## src/rtl/reduction_binary_tree_8_1_seq_pkg.sv

```systemverilog
// Shared constants and helpers for the 8-to-1 reduction tree and its adder levels.
package reduction_binary_tree_8_1_seq_pkg;

  // Default configuration of the collection tree.
  localparam int RBT_DATA_WIDTH     = 32;
  localparam int RBT_NUM_INPUT_DATA = 8;
  localparam int RBT_ACC_GUARD      = 8;

  // Number of registered adder levels for n lanes.
  function automatic int calc_num_level(input int n);
    return $clog2(n);
  endfunction

  // Result width: lane width, one growth bit per level, plus accumulator guard bits.
  function automatic int calc_out_width(input int dw, input int n, input int guard);
    return dw + $clog2(n) + guard;
  endfunction

  // Width of one lane after l adder levels.
  function automatic int LEVEL_WIDTH(input int dw, input int l);
    return dw + l;
  endfunction

  // Bit offset of lane k in a flat bus of w-bit lanes.
  function automatic int lane_lsb(input int k, input int w);
    return k * w;
  endfunction

  localparam int RBT_NUM_LEVEL = calc_num_level(RBT_NUM_INPUT_DATA);
  localparam int RBT_OUT_WIDTH = calc_out_width(RBT_DATA_WIDTH, RBT_NUM_INPUT_DATA, RBT_ACC_GUARD);

endpackage

```

## src/rtl/reduction_binary_tree_8_1_seq_adder_stage.sv

```systemverilog
// One registered level of the reduction tree: adds adjacent lane pairs with one bit
// of growth and delays the beat valid/last flags alongside the sums.
module reduction_adder_stage
  import reduction_binary_tree_8_1_seq_pkg::*;
#(
  parameter int NUM_PAIRS = 4,
  parameter int IN_WIDTH  = 32,
  localparam int OUT_W    = IN_WIDTH + 1
) (
  input  logic                          CLK,
  input  logic                          rst,
  input  logic                          i_en,
  input  logic                          i_valid,
  input  logic                          i_last,
  input  logic [2*NUM_PAIRS*IN_WIDTH-1:0] i_data,
  output logic                          o_valid,
  output logic                          o_last,
  output logic [NUM_PAIRS*OUT_W-1:0]    o_data
);

  logic [NUM_PAIRS*OUT_W-1:0] w_sum;

  for (genvar p = 0; p < NUM_PAIRS; p++) begin : g_pair
    logic signed [IN_WIDTH-1:0] w_a;
    logic signed [IN_WIDTH-1:0] w_b;
    assign w_a = i_data[lane_lsb(2*p, IN_WIDTH) +: IN_WIDTH];
    assign w_b = i_data[lane_lsb(2*p+1, IN_WIDTH) +: IN_WIDTH];
    // Operands are sign-extended by one bit so the pair sum cannot overflow.
    assign w_sum[lane_lsb(p, OUT_W) +: OUT_W] = OUT_W'(w_a) + OUT_W'(w_b);
  end

  logic [NUM_PAIRS*OUT_W-1:0] r_sum_p1;
  logic                       r_vld_p1;
  logic                       r_last_p1;

  // ---- level register: pair sums and beat flags, cleared on reset or disable ----
  always_ff @(posedge CLK) begin
    if (!rst || !i_en) begin
      r_sum_p1  <= '0;
      r_vld_p1  <= 1'b0;
      r_last_p1 <= 1'b0;
    end else begin
      r_sum_p1  <= w_sum;
      r_vld_p1  <= i_valid;
      r_last_p1 <= i_last;
    end
  end

  assign o_data  = r_sum_p1;
  assign o_valid = r_vld_p1;
  assign o_last  = r_last_p1;

endmodule

```

## src/rtl/reduction_binary_tree_8_1_seq.sv

```systemverilog
// Pipelined N-to-1 reduction tree: masks and registers the input lanes, sums them
// pairwise over log2(N) registered levels, then accumulates beats into one signed
// result per group delimited by i_last.
module reduction_binary_tree_8_1_seq
  import reduction_binary_tree_8_1_seq_pkg::*;
#(
  parameter int DATA_WIDTH      = RBT_DATA_WIDTH,
  parameter int NUM_INPUT_DATA  = RBT_NUM_INPUT_DATA,
  parameter int NUM_OUTPUT_DATA = 1,
  parameter int ACC_GUARD       = RBT_ACC_GUARD,
  localparam int NUM_LEVEL      = calc_num_level(NUM_INPUT_DATA),
  localparam int OUT_WIDTH      = calc_out_width(DATA_WIDTH, NUM_INPUT_DATA, ACC_GUARD)
) (
  input  logic                                 CLK,
  input  logic                                 rst,
  input  logic                                 i_en,
  input  logic [NUM_INPUT_DATA-1:0]            i_valid,
  input  logic [NUM_INPUT_DATA*DATA_WIDTH-1:0] i_data_bus,
  input  logic                                 i_last,
  output logic                                 o_valid,
  output logic [OUT_WIDTH-1:0]                 o_data_bus,
  output logic                                 o_acc_active
);

  if (NUM_OUTPUT_DATA != 1) begin : g_chk_out
    $error("reduction_binary_tree_8_1_seq: NUM_OUTPUT_DATA must be 1");
  end
  if (NUM_INPUT_DATA < 2 || (NUM_INPUT_DATA & (NUM_INPUT_DATA - 1)) != 0) begin : g_chk_in
    $error("reduction_binary_tree_8_1_seq: NUM_INPUT_DATA must be a power of 2, at least 2");
  end

  // Accumulator addition; wraps modulo 2^OUT_WIDTH with no saturation.
  function automatic logic signed [OUT_WIDTH-1:0] acc_add(
    input logic signed [OUT_WIDTH-1:0] a,
    input logic signed [OUT_WIDTH-1:0] b
  );
    return a + b;
  endfunction

  logic [NUM_INPUT_DATA*DATA_WIDTH-1:0] w_masked_p0;

  for (genvar k = 0; k < NUM_INPUT_DATA; k++) begin : g_mask
    assign w_masked_p0[lane_lsb(k, DATA_WIDTH) +: DATA_WIDTH] =
      i_valid[k] ? i_data_bus[lane_lsb(k, DATA_WIDTH) +: DATA_WIDTH] : '0;
  end

  logic [NUM_INPUT_DATA*DATA_WIDTH-1:0] r_data_p0;
  logic                                 r_vld_p0;
  logic                                 r_last_p0;

  // ---- stage 0: masked input lanes; a beat with no valid lane is a bubble ----
  always_ff @(posedge CLK) begin
    if (!rst || !i_en) begin
      r_data_p0 <= '0;
      r_vld_p0  <= 1'b0;
      r_last_p0 <= 1'b0;
    end else begin
      r_data_p0 <= w_masked_p0;
      r_vld_p0  <= |i_valid;
      r_last_p0 <= i_last & (|i_valid);
    end
  end

  // ---- stages 1..NUM_LEVEL: registered pairwise adder levels ----
  for (genvar l = 1; l <= NUM_LEVEL; l++) begin : g_lvl
    localparam int IN_W  = LEVEL_WIDTH(DATA_WIDTH, l - 1);
    localparam int PAIRS = NUM_INPUT_DATA >> l;

    logic [2*PAIRS*IN_W-1:0]   w_in;
    logic                      w_in_vld;
    logic                      w_in_last;
    logic [PAIRS*(IN_W+1)-1:0] w_sum;
    logic                      w_vld;
    logic                      w_last;

    if (l == 1) begin : g_src
      assign w_in      = r_data_p0;
      assign w_in_vld  = r_vld_p0;
      assign w_in_last = r_last_p0;
    end else begin : g_src
      assign w_in      = g_lvl[l-1].w_sum;
      assign w_in_vld  = g_lvl[l-1].w_vld;
      assign w_in_last = g_lvl[l-1].w_last;
    end

    reduction_adder_stage #(
      .NUM_PAIRS (PAIRS),
      .IN_WIDTH  (IN_W)
    ) u_stage (
      .CLK     (CLK),
      .rst     (rst),
      .i_en    (i_en),
      .i_valid (w_in_vld),
      .i_last  (w_in_last),
      .i_data  (w_in),
      .o_valid (w_vld),
      .o_last  (w_last),
      .o_data  (w_sum)
    );
  end

  logic signed [DATA_WIDTH+NUM_LEVEL-1:0] w_tree_sum;
  logic signed [OUT_WIDTH-1:0]            w_sum_ext;
  logic                                   w_tree_vld;
  logic                                   w_tree_last;

  assign w_tree_sum  = g_lvl[NUM_LEVEL].w_sum;
  assign w_tree_vld  = g_lvl[NUM_LEVEL].w_vld;
  assign w_tree_last = g_lvl[NUM_LEVEL].w_last;
  assign w_sum_ext   = OUT_WIDTH'(w_tree_sum);

  logic signed [OUT_WIDTH-1:0] r_acc_po;
  logic signed [OUT_WIDTH-1:0] r_data_po;
  logic                        r_vld_po;
  logic                        r_active_po;

  // ---- output stage: accumulate beats, present the group sum on the last beat ----
  always_ff @(posedge CLK) begin
    if (!rst || !i_en) begin
      r_acc_po    <= '0;
      r_data_po   <= '0;
      r_vld_po    <= 1'b0;
      r_active_po <= 1'b0;
    end else begin
      r_vld_po <= w_tree_vld & w_tree_last;
      if (w_tree_vld) begin
        if (w_tree_last) begin
          r_data_po   <= acc_add(r_acc_po, w_sum_ext);
          r_acc_po    <= '0;
          r_active_po <= 1'b0;
        end else begin
          r_acc_po    <= acc_add(r_acc_po, w_sum_ext);
          r_active_po <= 1'b1;
        end
      end
    end
  end

  assign o_valid      = r_vld_po;
  assign o_data_bus   = r_data_po;
  assign o_acc_active = r_active_po;

endmodule
```

## config.mk

```make
export PLATFORM = sky130hd
export DESIGN_NAME = reduction_binary_tree_8_1_seq
export DESIGN_NICKNAME = d
export VERILOG_FILES = /design/src/rtl/reduction_binary_tree_8_1_seq_pkg.sv /design/src/rtl/reduction_binary_tree_8_1_seq_adder_stage.sv /design/src/rtl/reduction_binary_tree_8_1_seq.sv
export SDC_FILE = /design/constraint.sdc
export NUM_CORES = 1
export LEC_CHECK = 0
export CELL_PAD_IN_SITES_DETAIL_PLACEMENT = 1
export CELL_PAD_IN_SITES_GLOBAL_PLACEMENT = 1
export CORE_MARGIN = 3
export CORE_UTILIZATION = 44
export DETAILED_ROUTE_END_ITERATION = 16
export PLACE_DENSITY_LB_ADDON = 0.1
export SYNTH_ARGS = -nofsm -noshare
export SYNTH_HDL_FRONTEND = slang
export SYNTH_SLANG_ARGS = --single-unit
```

## constraint.sdc

```tcl
create_clock -name CLK -period 4 [get_ports CLK]
set_input_delay 0.8 -clock CLK [delete_from_list [all_inputs] [get_ports CLK]]
set_output_delay 0.8 -clock CLK [all_outputs]
set_load 0.1 [all_outputs]
```

## Yosys cells after proc, flatten, opt, wreduce, memory -nomap -nowiden

Index checks and enable logic that the tools add are counted.

| storage, ports and cells | value |
|---|---|
| register bits | 587 |
| bits of input ports | 268 |

| cells by class | value |
|---|---|
| bitwise operators | 10 |
| add/subtract/negate cells | 8 |
| mux-type cells | 2 |
| reductions and logical operators | 13 |

Operators with widths:

| cell | number |
|---|---|
| adder 32 x 32 -> 33 bit | 4 |
| adder 33 x 33 -> 34 bit | 2 |
| adder 43 x 35 -> 43 bit | 1 |
| two-way mux 43 bit | 1 |
| adder 34 x 34 -> 35 bit | 1 |
| OR reduction 2 bit | 8 |
| NOT 1 bit | 8 |
| OR reduction 8 bit | 1 |
| bitwise AND 1 bit | 2 |
| logical NOT 1 bit | 2 |
| AND reduction 2 bit | 1 |
| logical OR 1 bit | 1 |
| two-way mux 1 bit | 1 |

## Longest topological paths before layout

Gate-level depths: netlist (run 1).

| logic depth | value |
|---|---|
| depth after elaboration | 3 |
| mapped depth | 13 |
| gate-level depth less buffers | 13 |

## Hierarchy

Synthesis (run 1) repeated with hierarchy kept, for this count alone.

| second synthesis, totals | value |
|---|---|
| cell total of the unflattened synthesis | 3,509 |
| area total of the unflattened synthesis | 30,849.6 sq um |

By module, submodules not included:

| module | times used | seq. area each (sq um) | area each (sq um) | cells each |
|---|---|---|---|---|
| reduction_binary_tree_8_1_seq | 1 | 6,926.6 | 12,191.7 | 1,160 |
| reduction_adder_stage (g_lvl[1].u_stage) | 1 | 2,682.6 | 10,666.5 | 1,349 |
| reduction_adder_stage (g_lvl[2].u_stage) | 1 | 1,401.3 | 5,128.7 | 634 |
| reduction_adder_stage (g_lvl[3].u_stage) | 1 | 740.7 | 2,862.7 | 366 |

## Worst setup path before layout (run 1)

Ideal clock, no wire load.

| timing path | value |
|---|---|
| path type | register to register |
| start point | register g_lvl[1].u_stage.r_sum_p1[0] |
| end point | register g_lvl[2].u_stage.r_sum_p1[28] |
| buffers on the path | 0 |
| cell stages (with the launch flop) | 14 |
| slack | 0.842 ns |
| data required time | 3.879 ns |
| library setup time | 0.121 ns |
| data arrival time | 3.037 ns |
| cell sequence | dfxtp_1 -> ha_1 -> inv_1 -> fa_1 -> nor2b_1 -> o31ai_1 -> a2111oi_0 -> o21ai_0 -> o21ai_1 -> a21oi_1 -> o41ai_1 -> a21oi_1 -> o21bai_1 -> mux2_2 |

| between the ends | value |
|---|---|
| cells in the longest elaborated chain, start to end | 1 |

Ends and longest elaborated chain:

| what | RTL line | text |
|---|---|---|
| start: declaration | reduction_binary_tree_8_1_seq_adder_stage.sv:32 | `logic [NUM_PAIRS*OUT_W-1:0] r_sum_p1;` |
| start signal: assignment | reduction_binary_tree_8_1_seq_adder_stage.sv:43 | `r_sum_p1 <= w_sum;` |
| adder 33 x 33 -> 34 bit | reduction_binary_tree_8_1_seq_adder_stage.sv:29 | `assign w_sum[lane_lsb(p, OUT_W) +: OUT_W] = OUT_W'(w_a) + OUT_W'(w_b);` |
| end signal: assignment | reduction_binary_tree_8_1_seq_adder_stage.sv:43 |  |
| end: declaration | reduction_binary_tree_8_1_seq_adder_stage.sv:32 |  |

No other way between the ends.
A chain may end at the register's enable or synchronous reset.

## Final worst setup path (run 1)

| timing path | value |
|---|---|
| start point | register r_data_p0[128], in the netlist g_lvl[1].w_in[128] |
| end point | register g_lvl[1].u_stage.r_sum_p1[92] |

| between the ends | value |
|---|---|
| cells in the longest elaborated chain, start to end | 1 |

Ends and longest elaborated chain:

| what | RTL line | text |
|---|---|---|
| start: declaration | reduction_binary_tree_8_1_seq.sv:47 | `logic [NUM_INPUT_DATA*DATA_WIDTH-1:0] r_data_p0;` |
| start signal: assignment | reduction_binary_tree_8_1_seq.sv:58 | `r_data_p0 <= w_masked_p0;` |
| adder 32 x 32 -> 33 bit | reduction_binary_tree_8_1_seq_adder_stage.sv:29 |  |

No other way between the ends.

==> impl_metrics.csv, run 1 <==
group,metric,value,unit
finish,final_cell_mix,"dfxtp_1, nor2_1, clkdlybuf4s50_1",
synthesis,ys_ff_latch,587,
clock_tree,htree_levels,2,
drt,drc_errors,0,
synthesis,synth_async_sr_flop_share,0,%
drt,first_pass_iters,5,
worst_setup_path,worst-path-max-fanout,3,
timing,worst_slack,0.221,ns
floorplan,die_area,68900,um2
worst_setup_path,crit_chain,"ha_1, fa_1, a21o_1, a21oi_1, nor3_1, nand3b_1, o21ai_0, a311oi_1, o41ai_1, buf_4, o21bai_1, a31oi_1, mux2i_1",
power_and_ir_drop,ir_drop,0.000430,V
global_route,grt_antenna_before_repair,1,
timing,worst_slew_pin_slew,1.19,ns
job,cap_violations,0,
worst_setup_path,cp.arrival,4.31,ns
timing,fin_skew,0.0191,ns
global_route,track_usage,23.4,%
global_route,grt_overflow,0,
finish,finalNetCount,3975,
worst_setup_path,worstSetupPathType,"reg -> reg",
timing,finalSetupViolations,0,
drt,ant_nets,0,
synthesis,synth-edff-count,0,
timing,fin_crit_sh,94.5,%
placed_design,place_congestion,0.872,
timing,rsz0062_at_grt,"false",
synthesis,yosysTopAreaCellShare,40.6,%
clock_tree,clockRootBuffer,"clkbuf_16",
clock_tree,clock_path_buffers,3,
worst_setup_path,required,4.53,ns
worst_setup_path,critPathLaunchType,"flip-flop",
finish,syn_to_final_growth,21.4,%
synthesis,syn_area_per_cell,9.15,um2
worst_setup_path,max_stage_delay,0.52,ns
floorplan,die_h,263,um
floorplan,core_area,64800,um2
clock_tree,insertion_delay,0.63,ns
drt,vias,24000,
placed_design,dp_hpwl,65300,um
clock_tree,cts_tree,"yes",
hold_path,min_path_type,"reg -> reg",
synthesis,synth.area.top_cells,"dfxtp_1, ha_1, and3_1",
timing,final-max-slew-violation-count,0,
floorplan,ios,313,
timing,hold_violations,0,
floorplan,fp.dieW,263,um
power_and_ir_drop,p_per_area,372,nW/um2
clock_tree,clock_sinks,587,
drt,first_iter_violations,1076,
worst_setup_path,critical_path_depth,13,
synthesis,synth.distinct_cells,74,
synthesis,synthFlopType,"dfxtp_1",
drt,avgViaCountPerCell,5.53,
placed_design,port_buffers,312,
drt,wl,83600,um
global_route,grt_pass1_wl,134000,um
worst_setup_path,cp_top_family,"compound AO/OA/AOI/OAI gates",
worst_setup_path,endpoint_kind,"flip-flop",
worst_setup_path,crit_buf_inv,1,
clock_tree,cts-buffers-inserted,61,
placed_design,dpl_worst_slack,0.290,ns
synthesis,synth_cells,3165,
clock_tree,cts_hold_buf,0,
synthesis,synthesis.area,29000,um2
floorplan,num_rows,93,
worst_setup_path,reg2reg_setup_slack,0.22,ns
global_route,grt_pass1_vias,25200,
finish,final_layout_size_suffix_gt1_share,4.71,%
hold_path,whs_path_depth,2,
timing,slew_headroom,20.6,%
finish,final_util,54.2,%
drt,routedWlPerCell,19.3,um
synthesis,yosysTopAreaCell,"dfxtp_1",
timing,fmax,265,MHz
global_route,grt_max_degree,147,
synthesis,seq_area_frac_synth,40.6,%
clock_tree,clkTransAtPathRegs,0.06,ns
power_and_ir_drop,p_leak,16.6,nW
synthesis,syn_nets,3711,
synthesis,ys_warn_count,0,
finish,mostFrequentLayoutCell,"dfxtp_1",
worst_setup_path,rr_worst_depth,13,
timing,timing.setup.tns,0,ns
floorplan,start_util,44.7,%
status,status,"complete, no violations",
clock_tree,post_cts_buffers,0,
worst_setup_path,cp_slowest_cell,"o41ai_1",
timing,min_period,3.78,ns
## power breakdown
group | internal [mW] | switching (mW)
clock | 3.73 | 2.43
combinational | 0.441 | 0.444
sequential | 5.96 | 0.0482
total | 10.1 | 2.92
## layer usage
metal	vias to the layer above	track usage, %	wire [um]
li1	11900	-	-
met1	11600	31.9	40400
met2	347	40.2	39600
met3	87	2.58	2490
met4	0	4.48	1200
met5	-	0	0
## Yosys cell counts, drive strengths merged (7+ instances only)
cell type / instances
inv: 58
a211oi: 41
nor2b: 49
xor2: 96
a221oi: 8
a211o: 13
o211a: 8
clkbuf: 136
and3: 302
o211ai: 22
nor4: 8
o21a: 33
a22o: 59
o21bai: 35
nor2: 332
fa: 8
ha: 270
nor3: 46
nand2: 121
and2: 14
o41ai: 9
o21ai: 139
nand3: 35
xnor2: 113
nand2b: 35
a41oi: 7
mux2i: 7
nand4: 30
a31oi: 31
dfxtp: 587
a21o: 160
o31ai: 16
nand3b: 8
a21oi: 238
## worst min-delay path, stage by stage, from the launching register on
cell and delay (ns):
dfxtp_1 0.32, nand2_1 0.04, o21ai_0 0.06
## repair_timing
item                                   4_1_cts  5_1_grt
endpoints found under the hold margin        0        0
setup endpoints to repair                    0        1
resized for setup                            0        1
## logic make-up (layout without fill, tap and decap cells)
group           count (synthesis)  after routing  synth area share, %
simple gates                 1003           1003                 17.6
buf+inv                       199            515                 2.58
flops                         587            587                 40.6
other cells                     0              3                    0
mux                            11             11                0.398
compound gates                877            877                 20.3
fa+ha+maj                     278            278                 12.2
xor+xnor                      210            210                 6.40
## final timing paths
kind / start / end
setup / recovery: g_lvl[1].w_in[128] / g_lvl[1].u_stage.o_data[92]
hold / removal: o_data_bus[24] / o_data_bus[24]
setup reg to reg: g_lvl[1].w_in[128] / g_lvl[1].u_stage.o_data[92]
hold reg to reg: o_data_bus[24] / o_data_bus[24]
## state kept, by name (all words and copies together), names as in the netlist
| signal | cells |
|---|---|
| g_lvl.w_in | 256 |
| g_lvl.u_stage.o_data | 235 |
| o_data_bus | 43 |
| r_acc_po | 43 |
| g_lvl.u_stage.o_last | 3 |
| g_lvl.u_stage.o_valid | 3 |
| g_lvl.w_in_last | 1 |
| g_lvl.w_in_vld | 1 |
| o_acc_active | 1 |
| o_valid | 1 |
## per-stage QoR
step	total power, mW	instance area (um2)	cells	hold slack, ns
after floorplan	6.56	29000	3165	0.432
after detailed placement	7.02	32900	4221	0.445
after global placement	7.00	32900	4221	0.438
after global routing	13.6	35100	4336	0.472
after CTS	13.2	35100	4336	0.459
final	13.1	35100	4339	0.453
## cell type report
type	instances	area [um2]
diodes	3	7.51
clock buffers	79	1710
clock inverters	36	520
fillers	7294	29700
inverters	58	218
multi-input cells	2379	16500
flip-flops and latches	587	11800
well taps	855	1070
repair buffers	342	3390
No activity file was read; power rests on OpenSTA's default activity.
==> inputs of run 2 (changes only) <==
GPL_ROUTABILITY_DRIVEN = 0   (was unset)
HOLD_SLACK_MARGIN = 0.05   (was unset)
==> impl_metrics.csv, run 2 (synthesis results as in run 1) <==
group,metric,value,unit
worst_setup_path,cp.arrival,4.19,ns
worst_setup_path,cp_top_family,"compound AO/OA/AOI/OAI gates",
clock_tree,cts-resized-gates,0,
placed_design,placed_cell_area,32900,um2
timing,slew_headroom,33.9,%
clock_tree,clockRootBuffer,"clkbuf_16",
power_and_ir_drop,p_leak,16.6,nW
global_route,grt_antenna_before_repair,1,
drt,first_pass_iters,5,
worst_setup_path,required,4.51,ns
timing,final-max-slew-violation-count,0,
timing,hold_violations,0,
clock_tree,cts_hold_buf,0,
finish,finalNetCount,3975,
floorplan,core_area,64800,um2
worst_setup_path,rr_worst_depth,12,
timing,fmax,272,MHz
worst_setup_path,reg2reg_from,"g_lvl[1].w_in[128]",
finish,final_cell_mix,"dfxtp_1, nor2_1, clkdlybuf4s50_1",
job,cap_violations,0,
placed_design,port_buffers,312,
hold_path,min_path_type,"reg -> reg",
worst_setup_path,worst-path-max-fanout,3,
floorplan,die_area,68900,um2
clock_tree,post_cts_buffers,0,
global_route,track_usage,23.7,%
drt,routedWlPerCell,19.4,um
worst_setup_path,reg2reg_to,"g_lvl[1].u_stage.o_data[94]",
drt,vias,24300,
clock_tree,clock_path_buffers,3,
finish,final_cells,4332,
global_route,grt_max_degree,99,
hold_path,hp-start,"o_data_bus[23]",
finish,largest_reg_flops,256,
worst_setup_path,endpoint_kind,"flip-flop",
clock_tree,clock_sinks,587,
timing,min_period,3.68,ns
worst_setup_path,crit_chain,"ha_1, fa_1, a21o_1, a21oi_1, nor3_1, nand3b_1, o21ai_0, a311oi_1, o41ai_1, o21bai_1, a31oi_1, mux2i_1",
floorplan,die_h,263,um
global_route,grt_overflow,0,
power_and_ir_drop,ir_drop,0.000230,V
drt,first_iter_violations,1094,
power_and_ir_drop,p_per_area,375,nW/um2
floorplan,num_rows,93,
drt,avgViaCountPerCell,5.61,
worst_setup_path,critPathLaunchType,"flip-flop",
hold_path,hold-path-endpoint,"o_data_bus[23]",
finish,mostFrequentLayoutCell,"dfxtp_1",
worst_setup_path,crit_buf_inv,0,
clock_tree,cts-buffers-inserted,66,
placed_design,dp_hpwl,64300,um
finish,final_layout_size_suffix_gt1_share,4.55,%
finish,syn_to_final_growth,21.4,%
drt,ant_nets,0,
clock_tree,htree_levels,3,
floorplan,start_util,44.7,%
finish,final_area,35200,um2
placed_design,dp_cells,4216,
timing,finalSetupViolations,0,
clock_tree,cts_tree,"yes",
drt,wl,83900,um
clock_tree,insertion_delay,0.59,ns
clock_tree,clkTransAtPathRegs,0.06,ns
timing,rsz0062_at_grt,"false",
floorplan,fp.dieW,263,um
worst_setup_path,worstSetupPathType,"reg -> reg",
power_and_ir_drop,finalPower,13.2,mW
hold_path,whs_path_depth,2,
worst_setup_path,cp_slowest_cell,"o41ai_1",
status,status,"complete, no violations",
worst_setup_path,cp-startpoint,"g_lvl[1].w_in[128]",
timing,fin_crit_sh,92.0,%
timing,fin_skew,0.0195,ns
worst_setup_path,reg2reg_setup_slack,0.32,ns
timing,worst_slew_pin_slew,0.989,ns
worst_setup_path,max_stage_delay,0.62,ns
timing,timing.setup.tns,0,ns
floorplan,ios,313,
drt,drc_errors,0,
global_route,grt_pass1_vias,25900,
global_route,grt_pass1_wl,136000,um
[run 2: worst max path at each step]
stage | end | cells past startpoint
finish | g_lvl[1].u_stage.o_data[94] | 12
global route | g_lvl[1].u_stage.o_data[94] | 12
CTS | g_lvl[2].u_stage.o_data[28] | 13
detailed placement | g_lvl[1].u_stage.o_data[94] | 12
global placement | g_lvl[2].u_stage.o_data[28] | 13
floorplan | g_lvl[2].u_stage.o_data[28] | 13
[run 2: worst min-delay path, delay by kind of cell, from the launching register on]
family             cells  cell delay [ns]
DFF                    1             0.32
and+or+nand+nor        1             0.05
AOI/OAI and AO/OA      1             0.06
[run 2: per-stage QoR]
step | util (%) | setup WS, ns | hold WS, ns
3_5_place_dp | 50.7 | 0.357 | 0.450
6_report | 54.2 | 0.319 | 0.458
4_1_cts | 54.2 | 0.337 | 0.463
2_1_floorplan | - | 0.842 | 0.432
3_3_place_gp | 50.7 | 0.465 | 0.441
5_1_grt | 54.2 | 0.0219 | 0.482
[run 2: layer usage]
layer / wire length, um / GRT usage, % / vias to the layer above / share of wire, %
met3: 2770 / 3.04 / 117 / 3.3
met5: 0 / 0 / - / 0
met1: 39000 / 30.8 / 11800 / 46
met2: 40300 / 41.2 / 426 / 48
met4: 1880 / 6.49 / 0 / 2.2
li1: - / - / 12000 / -
[run 2: layout make-up]
type | instances | area [um2]
multi-input combinational | 2379 | 16500
sequential | 587 | 11800
clock inverter | 26 | 344
inverter | 58 | 218
clock buffer | 89 | 1930
antenna | 1 | 2.50
tap | 855 | 1070
fill | 7341 | 29700
timing repair buffer | 337 | 3350
[run 2: power by group]
part	switching, mW	internal [mW]
registers	0.0487	5.96
logic	0.448	0.441
clock network	2.44	3.86
total	2.94	10.3
==> inputs of run 3 (changes only) <==
CORE_UTILIZATION = 45   (was 44)
CTS_BUF_LIST = sky130_fd_sc_hd__clkbuf_8   (was unset)
==> impl_metrics.csv, run 3 (synthesis results as in run 1) <==
group,metric,value,unit
status,status,"complete, no violations",
clock_tree,clock_path_buffers,3,
worst_setup_path,required,4.60,ns
finish,finalNetCount,4007,
timing,worst_slew_pin_slew,0.978,ns
floorplan,die_h,260,um
global_route,grt_pass1_wl,134000,um
drt,drc_errors,0,
worst_setup_path,rr_worst_depth,12,
clock_tree,clock_sinks,587,
hold_path,min_path_type,"reg -> reg",
global_route,grt_overflow,0,
finish,mostFrequentLayoutCell,"dfxtp_1",
finish,final_cell_mix,"dfxtp_1, nor2_1, clkdlybuf4s50_1",
clock_tree,cts_tree,"yes",
drt,vias,24400,
finish,syn_to_final_growth,20.9,%
clock_tree,cts_hold_buf,0,
clock_tree,clkTransAtPathRegs,0.06,ns
clock_tree,cts-buffers-inserted,97,
clock_tree,clockRootBuffer,"clkbuf_8",
clock_tree,insertion_delay,0.70,ns
worst_setup_path,cp-startpoint,"g_lvl[1].w_in[128]",
placed_design,dp_hpwl,63900,um
floorplan,die_area,67400,um2
worst_setup_path,worst-path-max-fanout,3,
clock_tree,htree_levels,3,
clock_tree,cts-resized-gates,0,
floorplan,fp.dieW,260,um
timing,slew_headroom,34.6,%
power_and_ir_drop,p_per_area,359,nW/um2
global_route,grt_max_degree,211,
placed_design,placed_cell_area,32900,um2
timing,rsz0062_at_grt,"false",
power_and_ir_drop,p_leak,16.7,nW
drt,avgViaCountPerCell,5.55,
timing,hold_violations,0,
placed_design,port_buffers,312,
global_route,grt_antenna_before_repair,3,
floorplan,ios,313,
floorplan,core_area,63300,um2
timing,holdWs,0.457,ns
timing,fin_skew,0.0385,ns
finish,final_area,35000,um2
drt,routedWlPerCell,18.8,um
timing,timing.setup.tns,0,ns
floorplan,start_util,45.7,%
worst_setup_path,reg2reg_to,"g_lvl[1].u_stage.o_data[92]",
finish,final_layout_size_suffix_gt1_share,5.78,%
job,cap_violations,0,
worst_setup_path,critPathLaunchType,"flip-flop",
drt,first_pass_iters,5,
floorplan,num_rows,92,
timing,min_period,3.66,ns
timing,final-max-slew-violation-count,0,
power_and_ir_drop,ir_drop,0.000230,V
worst_setup_path,endpoint_kind,"flip-flop",
clock_tree,post_cts_buffers,0,
finish,largest_reg_flops,256,
drt,wl,82700,um
placed_design,dp_cells,4208,
worst_setup_path,worstSetupPathType,"reg -> reg",
drt,first_iter_violations,1206,
finish,final_cells,4391,
timing,fin_crit_sh,91.6,%
timing,finalSetupViolations,0,
global_route,grt_pass1_vias,26000,
worst_setup_path,crit_end,"g_lvl[1].u_stage.o_data[92]",
drt,ant_nets,0,
worst_setup_path,reg2reg_from,"g_lvl[1].w_in[128]",
worst_setup_path,cp.arrival,4.26,ns
global_route,track_usage,24.1,%
power_and_ir_drop,finalPower,12.6,mW
timing,fmax,273,MHz
worst_setup_path,reg2reg_setup_slack,0.34,ns
==> run 3: cell count changes in the layout (fill, tap and decap cells not counted), sizes merged <==
cell      before  now
bufinv         7    8
clkinv        12   16
inv           63   92
clkinvlp       2    5
buf           25   26
clkbuf        89  119
==> run 3: critical path, cell delays in order (launching register included) <==
cell      delay [ns]
dfxtp_1         0.30
ha_1            0.24
fa_1            0.42
a21o_1          0.20
a21oi_1         0.31
nor3_1          0.09
nand3b_1        0.19
o21ai_0         0.28
a311oi_1        0.22
o41ai_1         0.59
o21bai_1        0.25
a31oi_1         0.29
mux2i_1         0.21
==> run 3: per-stage QoR <==
stage	setup WS [ns]	util [%]
2_1_floorplan	0.842	-
3_3_place_gp	0.532	51.9
3_5_place_dp	0.352	51.9
4_1_cts	0.290	55.3
5_1_grt	0.0903	55.3
6_report	0.336	55.3
==> run 3: power breakdown <==
part	switching (mW)	internal, mW	total [mW]	leakage [nW]
Combinational	0.440	0.439	0.879	10.7
Clock	2.46	3.23	5.69	1.21
Sequential	0.0493	5.96	6.01	4.76
==> run 3: worst min path at each step <==
stage | from | end | slack [ns] | cells after the start
after detailed placement | o_data_bus[23] | o_data_bus[23] | 0.45 | 2
after CTS | o_data_bus[23] | o_data_bus[23] | 0.46 | 2
after floorplan | r_acc_po[23] | r_acc_po[23] | 0.43 | 2
after global routing | g_lvl[1].w_in_last | g_lvl[1].u_stage.o_last | 0.49 | 1
final | o_data_bus[23] | o_data_bus[23] | 0.46 | 2
after global placement | o_data_bus[23] | o_data_bus[23] | 0.44 | 2
==> run 3: final cells by class <==
cell class	count	area [um2]
clock inverters	63	509
inverters	58	218
clock buffers	119	1640
flip-flops and latches	587	11800
diodes	1	2.50
multi-input cells	2379	16500
repair buffers	338	3360
well taps	846	1060
fillers	7211	28300
==> run 3: per-layer routing <==
| layer | GRT usage, % | wire length [um] |
|---|---|---|
| met4 | 7.71 | 2180 |
| met1 | 31.0 | 37700 |
| met2 | 41.2 | 39200 |
| met5 | 0 | 0 |
| met3 | 4.08 | 3620 |
